--- config.mk ---
export PLATFORM = sky130hd
export DESIGN_NAME = fifo_uart_tx_flat
export DESIGN_NICKNAME = d
export VERILOG_FILES = /design/src/rtl/fifo_uart_tx_if.sv /design/src/rtl/fifo_uart_tx.sv /design/src/flat_wrapper.sv
export SDC_FILE = /design/constraint.sdc
export NUM_CORES = 1
export LEC_CHECK = 0
export ABC_AREA = 0
export CAP_MARGIN = 15
export CELL_PAD_IN_SITES_DETAIL_PLACEMENT = 0
export CELL_PAD_IN_SITES_GLOBAL_PLACEMENT = 1
export CORE_ASPECT_RATIO = 1.1
export CORE_UTILIZATION = 47
export DETAILED_ROUTE_END_ITERATION = 10
export PLACE_DENSITY = 0.8
export SYNTH_ARGS = -nofsm -noshare
export SYNTH_HDL_FRONTEND = slang
export SYNTH_SLANG_ARGS = --single-unit
--- constraint.sdc ---
create_clock -name clk -period 4.1 [get_ports clk]
set_input_delay 0.615 -clock clk [delete_from_list [all_inputs] [get_ports clk]]
set_output_delay 0.615 -clock clk [all_outputs]
set_load 0.05 [all_outputs]
--- src/rtl/fifo_uart_tx_if.sv ---
`default_nettype none
// ============================================================================
//  Module      : fifo_uart_tx_if
//  Description : FIFO read port + serial TX handshake bundle for fifo_uart_tx.
//                master = FIFO / control side, slave = the serialiser.
//  Revision    : 1.0  initial release
// ============================================================================
interface fifo_uart_tx_if #(
    parameter int WIDTH = 8
) ();
    logic             tx_enable;
    logic             fifo_empty;
    logic [WIDTH-1:0] fifo_data;
    logic             fifo_rd_en;
    logic             tx;
    logic             busy;
    logic             frame_done;

    modport master (
        output tx_enable,
        output fifo_empty,
        output fifo_data,
        input  fifo_rd_en,
        input  tx,
        input  busy,
        input  frame_done
    );

    modport slave (
        input  tx_enable,
        input  fifo_empty,
        input  fifo_data,
        output fifo_rd_en,
        output tx,
        output busy,
        output frame_done
    );
endinterface
`default_nettype wire

--- src/rtl/fifo_uart_tx.sv ---
`default_nettype none
// ============================================================================
//  Module      : fifo_uart_tx
//  Description : Pops bytes from a synchronous FIFO and serialises each one as
//                an async UART frame (start, WIDTH data LSB first, optional
//                even parity, one stop). All outputs registered.
//  Revision    : 1.0  initial release
// ============================================================================
module fifo_uart_tx #(
    parameter int WIDTH        = 8,
    parameter int CLKS_PER_BIT = 16,
    parameter int DIV_WIDTH    = 16,
    parameter int PARITY_EN    = 0
) (
    input  wire logic      clk,
    input  wire logic      reset,
    fifo_uart_tx_if.slave  bus
);

    localparam int                   c_BIT_W     = $clog2(WIDTH + 1);
    localparam logic [c_BIT_W-1:0]   c_LAST_BIT  = c_BIT_W'(WIDTH - 1);
    localparam logic [DIV_WIDTH-1:0] c_BAUD_LAST = DIV_WIDTH'(CLKS_PER_BIT - 1);
    localparam logic [DIV_WIDTH-1:0] c_BAUD_PRE  = DIV_WIDTH'(CLKS_PER_BIT - 2);
    localparam logic [DIV_WIDTH-1:0] c_BAUD_ONE  = DIV_WIDTH'(1);
    localparam logic [1:0]           c_SETTLED   = 2'd2;
    localparam bit                   c_PARITY    = (PARITY_EN != 0);

    typedef enum logic [2:0] {
        S_IDLE   = 3'd0,
        S_POP    = 3'd1,
        S_LOAD   = 3'd2,
        S_START  = 3'd3,
        S_DATA   = 3'd4,
        S_PARITY = 3'd5,
        S_STOP   = 3'd6
    } state_t;

    state_t               r_state;
    logic [WIDTH-1:0]     r_shift;
    logic                 r_parity;
    logic [DIV_WIDTH-1:0] r_baud;
    logic [c_BIT_W-1:0]   r_bit_cnt;
    logic [1:0]           r_settle;
    logic                 r_tx;
    logic                 r_rd_en;
    logic                 r_busy;
    logic                 r_frame_done;

    logic                 w_bit_end;
    logic                 w_pre_end;
    logic                 w_settled;
    logic [WIDTH-1:0]     w_shift_next;

    assign w_bit_end    = (r_baud == c_BAUD_LAST);
    assign w_pre_end    = (r_baud == c_BAUD_PRE);
    assign w_settled    = (r_settle == c_SETTLED);
    assign w_shift_next = r_shift >> 1;

    // Frame sequencer: pop, load, then shift out start/data/parity/stop bits.
    // tx is updated one edge ahead so the registered line changes exactly on
    // each bit boundary.
    always_ff @(posedge clk or negedge reset) begin
        if (!reset) begin
            r_state      <= S_IDLE;
            r_shift      <= '0;
            r_parity     <= 1'b0;
            r_baud       <= '0;
            r_bit_cnt    <= '0;
            r_settle     <= 2'd0;
            r_tx         <= 1'b1;
            r_rd_en      <= 1'b0;
            r_busy       <= 1'b0;
            r_frame_done <= 1'b0;
        end else begin
            r_rd_en      <= 1'b0;
            r_frame_done <= 1'b0;
            // fifo_empty is not trustworthy straight out of reset
            if (!w_settled) begin
                r_settle <= r_settle + 2'd1;
            end
            case (r_state)
                S_IDLE: begin
                    r_tx <= 1'b1;
                    if (w_settled && bus.tx_enable && !bus.fifo_empty) begin
                        r_state <= S_POP;
                        r_rd_en <= 1'b1;
                        r_busy  <= 1'b1;
                    end
                end
                S_POP: begin
                    r_state <= S_LOAD;
                end
                S_LOAD: begin
                    r_shift   <= bus.fifo_data;
                    r_parity  <= 1'b0;
                    r_baud    <= '0;
                    r_bit_cnt <= '0;
                    r_tx      <= 1'b0;
                    r_state   <= S_START;
                end
                S_START: begin
                    if (w_bit_end) begin
                        r_baud  <= '0;
                        r_tx    <= r_shift[0];
                        r_state <= S_DATA;
                    end else begin
                        r_baud <= r_baud + c_BAUD_ONE;
                    end
                end
                S_DATA: begin
                    if (w_bit_end) begin
                        r_baud   <= '0;
                        r_shift  <= w_shift_next;
                        r_parity <= r_parity ^ r_shift[0];
                        if (r_bit_cnt == c_LAST_BIT) begin
                            if (c_PARITY) begin
                                r_tx    <= r_parity ^ r_shift[0];
                                r_state <= S_PARITY;
                            end else begin
                                r_tx    <= 1'b1;
                                r_state <= S_STOP;
                            end
                        end else begin
                            r_bit_cnt <= r_bit_cnt + 1'b1;
                            r_tx      <= w_shift_next[0];
                        end
                    end else begin
                        r_baud <= r_baud + c_BAUD_ONE;
                    end
                end
                S_PARITY: begin
                    if (w_bit_end) begin
                        r_baud  <= '0;
                        r_tx    <= 1'b1;
                        r_state <= S_STOP;
                    end else begin
                        r_baud <= r_baud + c_BAUD_ONE;
                    end
                end
                S_STOP: begin
                    // registered pulse lands on the final stop cycle
                    if (w_pre_end) begin
                        r_frame_done <= 1'b1;
                    end
                    if (w_bit_end) begin
                        r_baud  <= '0;
                        r_busy  <= 1'b0;
                        r_state <= S_IDLE;
                    end else begin
                        r_baud <= r_baud + c_BAUD_ONE;
                    end
                end
                default: begin
                    r_tx    <= 1'b1;
                    r_busy  <= 1'b0;
                    r_baud  <= '0;
                    r_state <= S_IDLE;
                end
            endcase
        end
    end

    assign bus.tx         = r_tx;
    assign bus.fifo_rd_en = r_rd_en;
    assign bus.busy       = r_busy;
    assign bus.frame_done = r_frame_done;

endmodule
`default_nettype wire

--- src/flat_wrapper.sv ---
// flat-port wrapper written by rule: the top's interface ports become plain ports
module fifo_uart_tx_flat 
#(
    parameter int WIDTH        = 8,
    parameter int CLKS_PER_BIT = 16,
    parameter int DIV_WIDTH    = 16,
    parameter int PARITY_EN    = 0
)
  (clk, reset, bus_tx_enable, bus_fifo_empty, bus_fifo_data, bus_fifo_rd_en, bus_tx, bus_busy, bus_frame_done);
  fifo_uart_tx_if #(.WIDTH(WIDTH)) bus_i ();
  input  wire logic clk;
  input  wire logic reset;
  input wire logic [$bits(bus_i.tx_enable)-1:0] bus_tx_enable;
  input wire logic [$bits(bus_i.fifo_empty)-1:0] bus_fifo_empty;
  input wire logic [$bits(bus_i.fifo_data)-1:0] bus_fifo_data;
  output wire logic [$bits(bus_i.fifo_rd_en)-1:0] bus_fifo_rd_en;
  output wire logic [$bits(bus_i.tx)-1:0] bus_tx;
  output wire logic [$bits(bus_i.busy)-1:0] bus_busy;
  output wire logic [$bits(bus_i.frame_done)-1:0] bus_frame_done;
  assign bus_i.tx_enable = bus_tx_enable;
  assign bus_i.fifo_empty = bus_fifo_empty;
  assign bus_i.fifo_data = bus_fifo_data;
  assign bus_fifo_rd_en = bus_i.fifo_rd_en;
  assign bus_tx = bus_i.tx;
  assign bus_busy = bus_i.busy;
  assign bus_frame_done = bus_i.frame_done;
  fifo_uart_tx #(.WIDTH(WIDTH), .CLKS_PER_BIT(CLKS_PER_BIT), .DIV_WIDTH(DIV_WIDTH), .PARITY_EN(PARITY_EN)) u_core (.clk(clk), .reset(reset), .bus(bus_i));
endmodule
==> results of run 1 <==
-- state kept, by name, summed over array words and instances, names as in the netlist --
name / flops
u_core.r_settle: 2
u_core.r_shift: 8
u_core.r_baud: 16
u_core.bus.frame_done: 1
u_core.bus.busy: 1
u_core.bus.fifo_rd_en: 1
u_core.r_state: 3
u_core.r_bit_cnt: 4
u_core.bus.tx: 1
-- cell usage in the layout (no fill, tap or decap), drive strengths merged, types with 3 or more instances in the layout --
cell type      synthesis  final
nor3                   4      4
ha                     4      4
xor2                   8      8
nand2b                 3      3
nand4                  4      4
and2                   3      3
clkdlybuf4s50          0     15
inv                    4      4
clkbuf                 4      5
nor2                  33     33
nor3b                  4      4
dfrtp                 36     36
and4                   4      4
nor2b                  3      3
nand2                 23     23
xnor2                  5      5
nand3                 10     10
o21ai                 11     11
o22ai                  8      8
-- power breakdown --
group | leakage (nW) | internal, mW | switching, mW | total [mW]
clock network | 0.0543 | 0.182 | 0.138 | 0.321
registers | 0.464 | 0.369 | 0.00270 | 0.372
logic | 0.447 | 0.0136 | 0.0125 | 0.0261
total | 0.966 | 0.565 | 0.154 | 0.718
-- cells by family after synthesis --
logic type | after synthesis | synth area share
and+or+nand+nor | 102 | 0.286
DFF | 37 | 0.487
AOI/OAI and AO/OA | 31 | 0.101
xor gates and xnor gates | 13 | 0.0598
buffers and inverters | 12 | 0.0295
adders and majority gates | 4 | 0.0263
muxes | 2 | 0.0105
-- stage by stage --
stage	hold slack (ns)	total power, mW	std cells	cell area, µm²	utilization
after floorplan	0.319	0.385	201	1910	-
after global placement	0.460	0.405	259	2080	0.553
after detailed placement	0.479	0.406	259	2080	0.553
after CTS	0.495	0.726	267	2200	0.583
after global routing	0.532	0.744	267	2200	0.583
final	0.488	0.718	267	2200	0.583
-- metal layers --
metal / global-route usage / vias to the layer above
met5: 0 / -
met4: 0.0523 / 0
met3: 0.0493 / 4
met2: 0.338 / 18
met1: 0.233 / 682
li1: - / 730
-- final timing paths --
path	slack [ns]	endpoint
min in group asynchronous	0.74	u_core.r_baud[4]
hold reg to reg	0.49	u_core.r_settle[0]
hold / removal	0.49	u_core.r_settle[0]
setup reg to reg	1.72	u_core.r_baud[10]
max in group asynchronous	3.01	u_core.bus.tx
setup / recovery	1.72	u_core.r_baud[10]
-- layout make-up --
| cell class | count | share of cell area |
|---|---|---|
| multi-input cells | 152 | 0.419 |
| repair buffers | 16 | 0.0717 |
| clock inverters | 3 | 0.0210 |
| clock buffers | 5 | 0.0313 |
| flip-flops and latches | 37 | 0.422 |
| well taps | 50 | 0.0284 |
| inverters | 4 | 0.00683 |
==> metrics.md, run 1 <==
| Metric | Value |
|---|---|
| Status | `completed` |
| GRT Resource Usage Total | `0.191` |
| Maximum vdd drop | `0.209 mV` |
| Initial DRC Count | `100` |
| Drt pass-1 iters | `4` |
| Crit-path cells | `or4_1 > and4bb_2 > a31oi_1 > nor2_1 > nor2_1` |
| ANT cells | `0` |
| Crit Path Class | `flip-flop to flip-flop` |
| Via count | `1434` |
| Detail Route Antenna Nets | `0` |
| CTS Root Cell | `clkbuf_8` |
| R2R cell count | `5` |
| Top-area cell type share of the netlist area | `0.473` |
| # Post-CTS Setup Buffers | `0` |
| Initial antenna violation count | `0` |
| Max Fclk | `0.420 GHz` |
| Ys async rst share | `1.00` |
| PD cells | `327 mW/mm²` |
| Final-layout fill cell count | `357` |
| CTS tree | `built` |
| Sequential fraction of the synthesis area | `0.487` |
| Yosys top cell by area | `dfrtp_1` |
| Layout Skew | `0.0112 ns` |
| Crit start category | `flip-flop` |
| RePlAce Congestion | `0.777` |
| Post-Syn Area | `0.00191 mm²` |
| Final WL | `3.58 mm` |
| Number of CTS-inserted buffers | `5` |
| Metal-1 WL | `1.70 mm` |
| Post-synth cell types | `43` |
| RSZ-0062 raised after global routing | `no` |
| FF/Latch Area | `927 µm²` |
| Most common cell in the netlist | `dfrtp_1` |
| Clk Latency, worst-skew pair | `0.29 ns` |
| Setup TNS | `0 ns` |
| Clk sinks | `37` |
| Syn Nets | `217` |
| Lkg Pwr | `0.966 nW` |
| Area of the multi-input gates | `922 µm²` |
| Worst hold stages | `1` |
| Clock Tree Buf Depth | `2` |
| WL met3 | `94 µm` |
| Die Y | `68.8 µm` |
| Cells after Synth | `201` |
| Rows | `23` |
| Clock slew at reported path FFs | `0.08 ns` |
| WP data required | `4.26 ns` |
| Critical path's slowest cell | `nor2_1` |
| Final WS setup | `1.72 ns` |
| Area Overhead vs Synth | `15.4%` |
| Main synth FF type | `dfrtp_1` |
| Mean Syn Cell Area | `9.48 µm²` |
| Max FO, Critical Path | `12` |
| Met2 WL post-DR | `1.77 mm` |
| Flops & latches, synth | `37` |
| Cts repair resizes | `0` |
| Fin crit period | `2.38 ns` |
| Nets@finish | `232` |
| Max Cap Viol | `0` |
| Tcrit/Tclk final | `0.581` |
| WL/cell | `13.4 µm` |
| Port bufs | `15` |
| Top cell by count, worst path | `nor2_1` |
| Hold_sp | `u_core.r_settle[0]` |
| Slew Viols, Final | `0` |
| Final setup vio count | `0` |
| Die area | `0.00431 mm²` |
| Vias in the first global route | `1386` |
| Area contributors post-synth | `dfrtp_1 (47%), nor2_1 (6.5%), nand2_1 (4.3%), xor2_1 (3.7%), o21ai_0 (2.9%)` |
| Synth top cells by count | `dfrtp_1 (36), nor2_1 (33), nand2_1 (22)` |
| IO Pins | `16` |
| Hold/Removal Path Class | `flip-flop to flip-flop` |
| Core area | `0.00377 mm²` |
| Post-synth EDFFs | `0` |
| Launching point of the worst reg2reg path | `u_core.r_baud[12]` |
| Uppermost layer routed | `met4` |
| Syn. warnings | `0` |
| Relative slew slack | `0.502` |
| First-pass GRT wire length | `6.35 mm` |
| Hold_buf cts | `0` |
| Critical path's top delay family | `simple AND/OR/NAND/NOR gates` |
| Slowest stage delay, CP | `0.57 ns` |
| Vias per cell | `5.37` |
| WP buf/inv | `0` |
| GRT Residual Overflow | `0` |
| Crit end category | `flip-flop` |
| Pin count of the biggest net entering global routing | `38` |
| CP Launch Point | `u_core.r_baud[12]` |
| Layout cells sized above 1 | `0.0876` |
| Final hold violation count | `0` |
| Tightest Pin Transition | `0.741 ns` |
| Drt drc | `0` |
| Worst path depth | `5` |
| Post-DP HPWL | `2.46 mm` |
| Die X-Extent | `62.7 µm` |
| Setup slack at placement | `1.71 ns` |
| CP Data Arrival Time | `2.54 ns` |
| Htree depth | `2` |
| Starting Density | `0.505` |
No activity file was read; power rests on OpenSTA's default activity.
==> run 2, diff against run 1 <==
--- a/config.mk
+++ b/config.mk
@@ -10,9 +10,9 @@
 export CELL_PAD_IN_SITES_DETAIL_PLACEMENT = 0
 export CELL_PAD_IN_SITES_GLOBAL_PLACEMENT = 1
 export CORE_ASPECT_RATIO = 1.1
-export CORE_UTILIZATION = 47
+export CORE_UTILIZATION = 40
 export DETAILED_ROUTE_END_ITERATION = 10
-export PLACE_DENSITY = 0.8
+export PLACE_DENSITY = 0.72
 export SYNTH_ARGS = -nofsm -noshare
 export SYNTH_HDL_FRONTEND = slang
 export SYNTH_SLANG_ARGS = --single-unit
==> constraint.sdc (replaced) <==
create_clock -name clk -period 1.9 [get_ports clk]
set_input_delay 0.285 -clock clk [delete_from_list [all_inputs] [get_ports clk]]
set_output_delay 0.285 -clock clk [all_outputs]
set_load 0.05 [all_outputs]
==> run 2 against run 1 <==
Against the previous run: the flow now finishes with violations (negative setup slack); critical endpoint is now u_core.r_bit_cnt[1]; clock power is 120% higher; largest cell class is now multi-input combinational cells; sequential power up 120%; final cell count grew 9.7%; non-clock buffer count is 21 higher; global-route usage is 0.60 points lower; final area rose by 13%; sequential share of layout area decreased by 4.9 points; combinational power rose by 130%.
==> metrics.md, run 2 (synthesized netlist as in run 1, its figures left out) <==
| Metric | Value |
|---|---|
| Status | `complete, but fails checks (was completed)` |
| Failing checks | `negative setup slack` |
| Setup slack at placement | `-0.0968 ns (was 1.71 ns)` |
| WP data required | `2.07 ns (was 4.26 ns)` |
| Sequential Power Share | `0.515 (was 0.517)` |
| RePlAce Congestion | `0.834 (was 0.777)` |
| Nets@finish | `254 (was 232)` |
| Post-DP HPWL | `2.76 mm (was 2.46 mm)` |
| Clk Latency, worst-skew pair | `0.29 ns (about the same)` |
| Drt pass-1 iters | `4 (unchanged)` |
| Layout Skew | `0.00592 ns (was 0.0112 ns)` |
| Die X-Extent | `67.8 µm (was 62.7 µm)` |
| PD cells | `629 mW/mm² (was 327 mW/mm²)` |
| Initial antenna violation count | `0 (unchanged)` |
| RSZ-0062 raised after global routing | `yes (was no)` |
| Vias per cell | `5.35 (was 5.37)` |
| Crit Path Class | `flip-flop to flip-flop (unchanged)` |
| Clock Tree Buf Depth | `2 (unchanged)` |
| Lkg Pwr | `1.12 nW (was 0.966 nW)` |
| Relative slew slack | `0.654 (was 0.502)` |
| Via count | `1569 (was 1434)` |
| Most frequent cells in the layout | `dfrtp_1 (36), nor2_1 (29), nand2_1 (22), buf_4 (22), clkdlybuf4s50_1 (14) (was dfrtp_1 (36), nor2_1 (33), nand2_1 (22))` |
| Maximum vdd drop | `0.436 mV (was 0.209 mV)` |
| GRT Resource Usage Total | `0.185 (was 0.191)` |
| Fin crit period | `1.93 ns (was 2.38 ns)` |
| Number of CTS-inserted buffers | `5 (unchanged)` |
| Htree depth | `2 (unchanged)` |
| Final hold violation count | `0 (unchanged)` |
| Rows | `25 (was 23)` |
| Hold/Removal Path Class | `input port to asynchronous set/reset pin (was flip-flop to flip-flop)` |
| Clk sinks | `37 (unchanged)` |
| RR Endpoint | `u_core.r_bit_cnt[1] (was u_core.r_baud[10])` |
| Tightest Pin Transition | `0.516 ns (was 0.741 ns)` |
| CTS tree | `built (unchanged)` |
| Max reg flops | `16 (unchanged)` |
| Launching point of the worst reg2reg path | `u_core.r_baud[11] (was u_core.r_baud[12])` |
| CTS Root Cell | `clkbuf_8 (unchanged)` |
| R2R Setup Slk | `-0.03 ns (was 1.72 ns)` |
| Pin count of the biggest net entering global routing | `38 (unchanged)` |
| Most common cell after layout, fill and taps aside | `dfrtp_1 (unchanged)` |
| IO Pins | `16 (unchanged)` |
| Starting Density | `0.429 (was 0.505)` |
| Initial DRC Count | `67 (was 100)` |
| Largest reg by FF count | `u_core.r_baud (unchanged)` |
| Final WS setup | `-0.0278 ns (was 1.72 ns)` |
| WL/cell | `14.6 µm (was 13.4 µm)` |
| Drt drc | `0 (unchanged)` |
| Vias in the first global route | `1497 (was 1386)` |
| Crit start category | `flip-flop (unchanged)` |
| Final setup vio count | `20 (was 0)` |
| Sw frac | `0.197 (was 0.214)` |
| Area Overhead vs Synth | `30.5% (was 15.4%)` |
| Combinational power share | `0.038 (was 0.036)` |
| CP Data Arrival Time | `2.10 ns (was 2.54 ns)` |
| Final WL | `4.28 mm (was 3.58 mm)` |
| Tcrit/Tclk final | `1.01 (was 0.581)` |
| Core area | `0.00444 mm² (was 0.00377 mm²)` |
| R2R cell count | `5 (unchanged)` |
| Clock Power Share | `0.447 (was 0.446)` |
| ANT cells | `0 (unchanged)` |
| Die area | `0.00504 mm² (was 0.00431 mm²)` |
| Hold_buf cts | `0 (unchanged)` |
| GRT Residual Overflow | `0 (unchanged)` |
| Die Y | `74.4 µm (was 68.8 µm)` |
| Largest regs | `u_core.r_baud: 16 flops, u_core.r_shift: 8 flops, u_core.r_bit_cnt: 4 flops (unchanged)` |
| Detail Route Antenna Nets | `0 (unchanged)` |
| Int Power | `1.26 mW (was 0.565 mW)` |
| Port bufs | `15 (unchanged)` |
| First-pass GRT wire length | `6.76 mm (was 6.35 mm)` |
| Crit end category | `flip-flop (unchanged)` |
| Clock slew at reported path FFs | `0.07 ns (was 0.08 ns)` |
| Max Fclk | `0.519 GHz (was 0.420 GHz)` |
| Max Cap Viol | `0 (unchanged)` |
| Max FO, Critical Path | `6 (was 12)` |
| NetSw | `0.307 mW (was 0.154 mW)` |
| Slew Viols, Final | `0 (unchanged)` |
| Layout cells sized above 1 | `0.234 (was 0.0876)` |
| Total power | `1.56 mW (was 0.718 mW)` |
-- run 2: critical path, stage by stage, from the launching register on --
cell	delay [ns]
dfrtp_1	0.40
or4_4	0.55
and4bb_4	0.44
nand2_4	0.06
or2_4	0.24
mux2i_1	0.12
-- run 2: area by class of cell --
| class | count | area [µm²] |
|---|---|---|
| Timing Repair Buffer | 37 | 317 |
| Fill cell | 398 | 1960 |
| Clock inverter | 1 | 30.0 |
| Clock buffer | 7 | 86.3 |
| Tap cell | 54 | 67.6 |
| Multi-Input combinational cell | 153 | 1040 |
| Inverter | 4 | 15.0 |
| Sequential cell | 37 | 927 |
-- run 2: what timing repair did --
action,CTS,global route
buffers inserted,0,1
cloned,1,1
pin swaps,1,12
hold endpoints to repair,0,0
gates resized for setup,4,24
setup endpoints to repair,29,28
-- run 2: power groups by stage --
stage	Sequential (mW)	Combinational, mW	Clock, mW
6_report	0.805	0.0589	0.699
5_1_grt	0.806	0.0661	0.761
4_1_cts	0.802	0.0580	0.730
3_5_place_dp	0.818	0.0575	0
3_3_place_gp	0.818	0.0562	0
2_1_floorplan	0.820	0.0102	0
-- run 2: worst max path at each step --
| stage | from | end | slack [ns] | depth (start not counted) |
|---|---|---|---|---|
| after floorplan | u_core.r_baud[12] | u_core.bus.busy | 0.002 | 5 |
| after global placement | u_core.r_baud[12] | u_core.r_bit_cnt[0] | -0.03 | 5 |
| after detailed placement | u_core.r_baud[12] | u_core.bus.busy | -0.1 | 4 |
| after CTS | u_core.r_baud[12] | u_core.r_bit_cnt[1] | 0.007 | 5 |
| after global routing | u_core.r_baud[11] | u_core.r_baud[5] | -0.10 | 6 |
| final | u_core.r_baud[11] | u_core.r_bit_cnt[1] | -0.03 | 5 |
-- run 2: per-stage QoR --
stage | cells | utilization | hold slack [ns] | area, µm² | setup TNS (ns)
after global placement | 282 | 0.502 | 0.461 | 2230 | -0.383
final | 293 | 0.560 | 0.416 | 2490 | -0.378
after global routing | 293 | 0.560 | 0.464 | 2490 | -1.73
after floorplan | 201 | - | -0.0106 | 1910 | 0
after detailed placement | 282 | 0.502 | 0.476 | 2230 | -1.57
after CTS | 291 | 0.535 | 0.425 | 2380 | 0
-- run 2: per-layer routing --
metal  wire length, µm  global-route usage  share of wire
met5                 0                   0              0
met1              1950               0.232           0.46
met3               106              0.0460          0.025
met2              2130               0.301           0.50
met4                89              0.0787          0.021
==> run 3, diff against run 2 <==
--- a/config.mk
+++ b/config.mk
@@ -6,6 +6,7 @@
 export NUM_CORES = 1
 export LEC_CHECK = 0
 export ABC_AREA = 0
+export ABC_CLOCK_PERIOD_IN_PS = 1900
 export CAP_MARGIN = 15
 export CELL_PAD_IN_SITES_DETAIL_PLACEMENT = 0
 export CELL_PAD_IN_SITES_GLOBAL_PLACEMENT = 1
==> results of run 3 <==
Same layout as run 2: the final DEF is identical, and so are final timing and power.
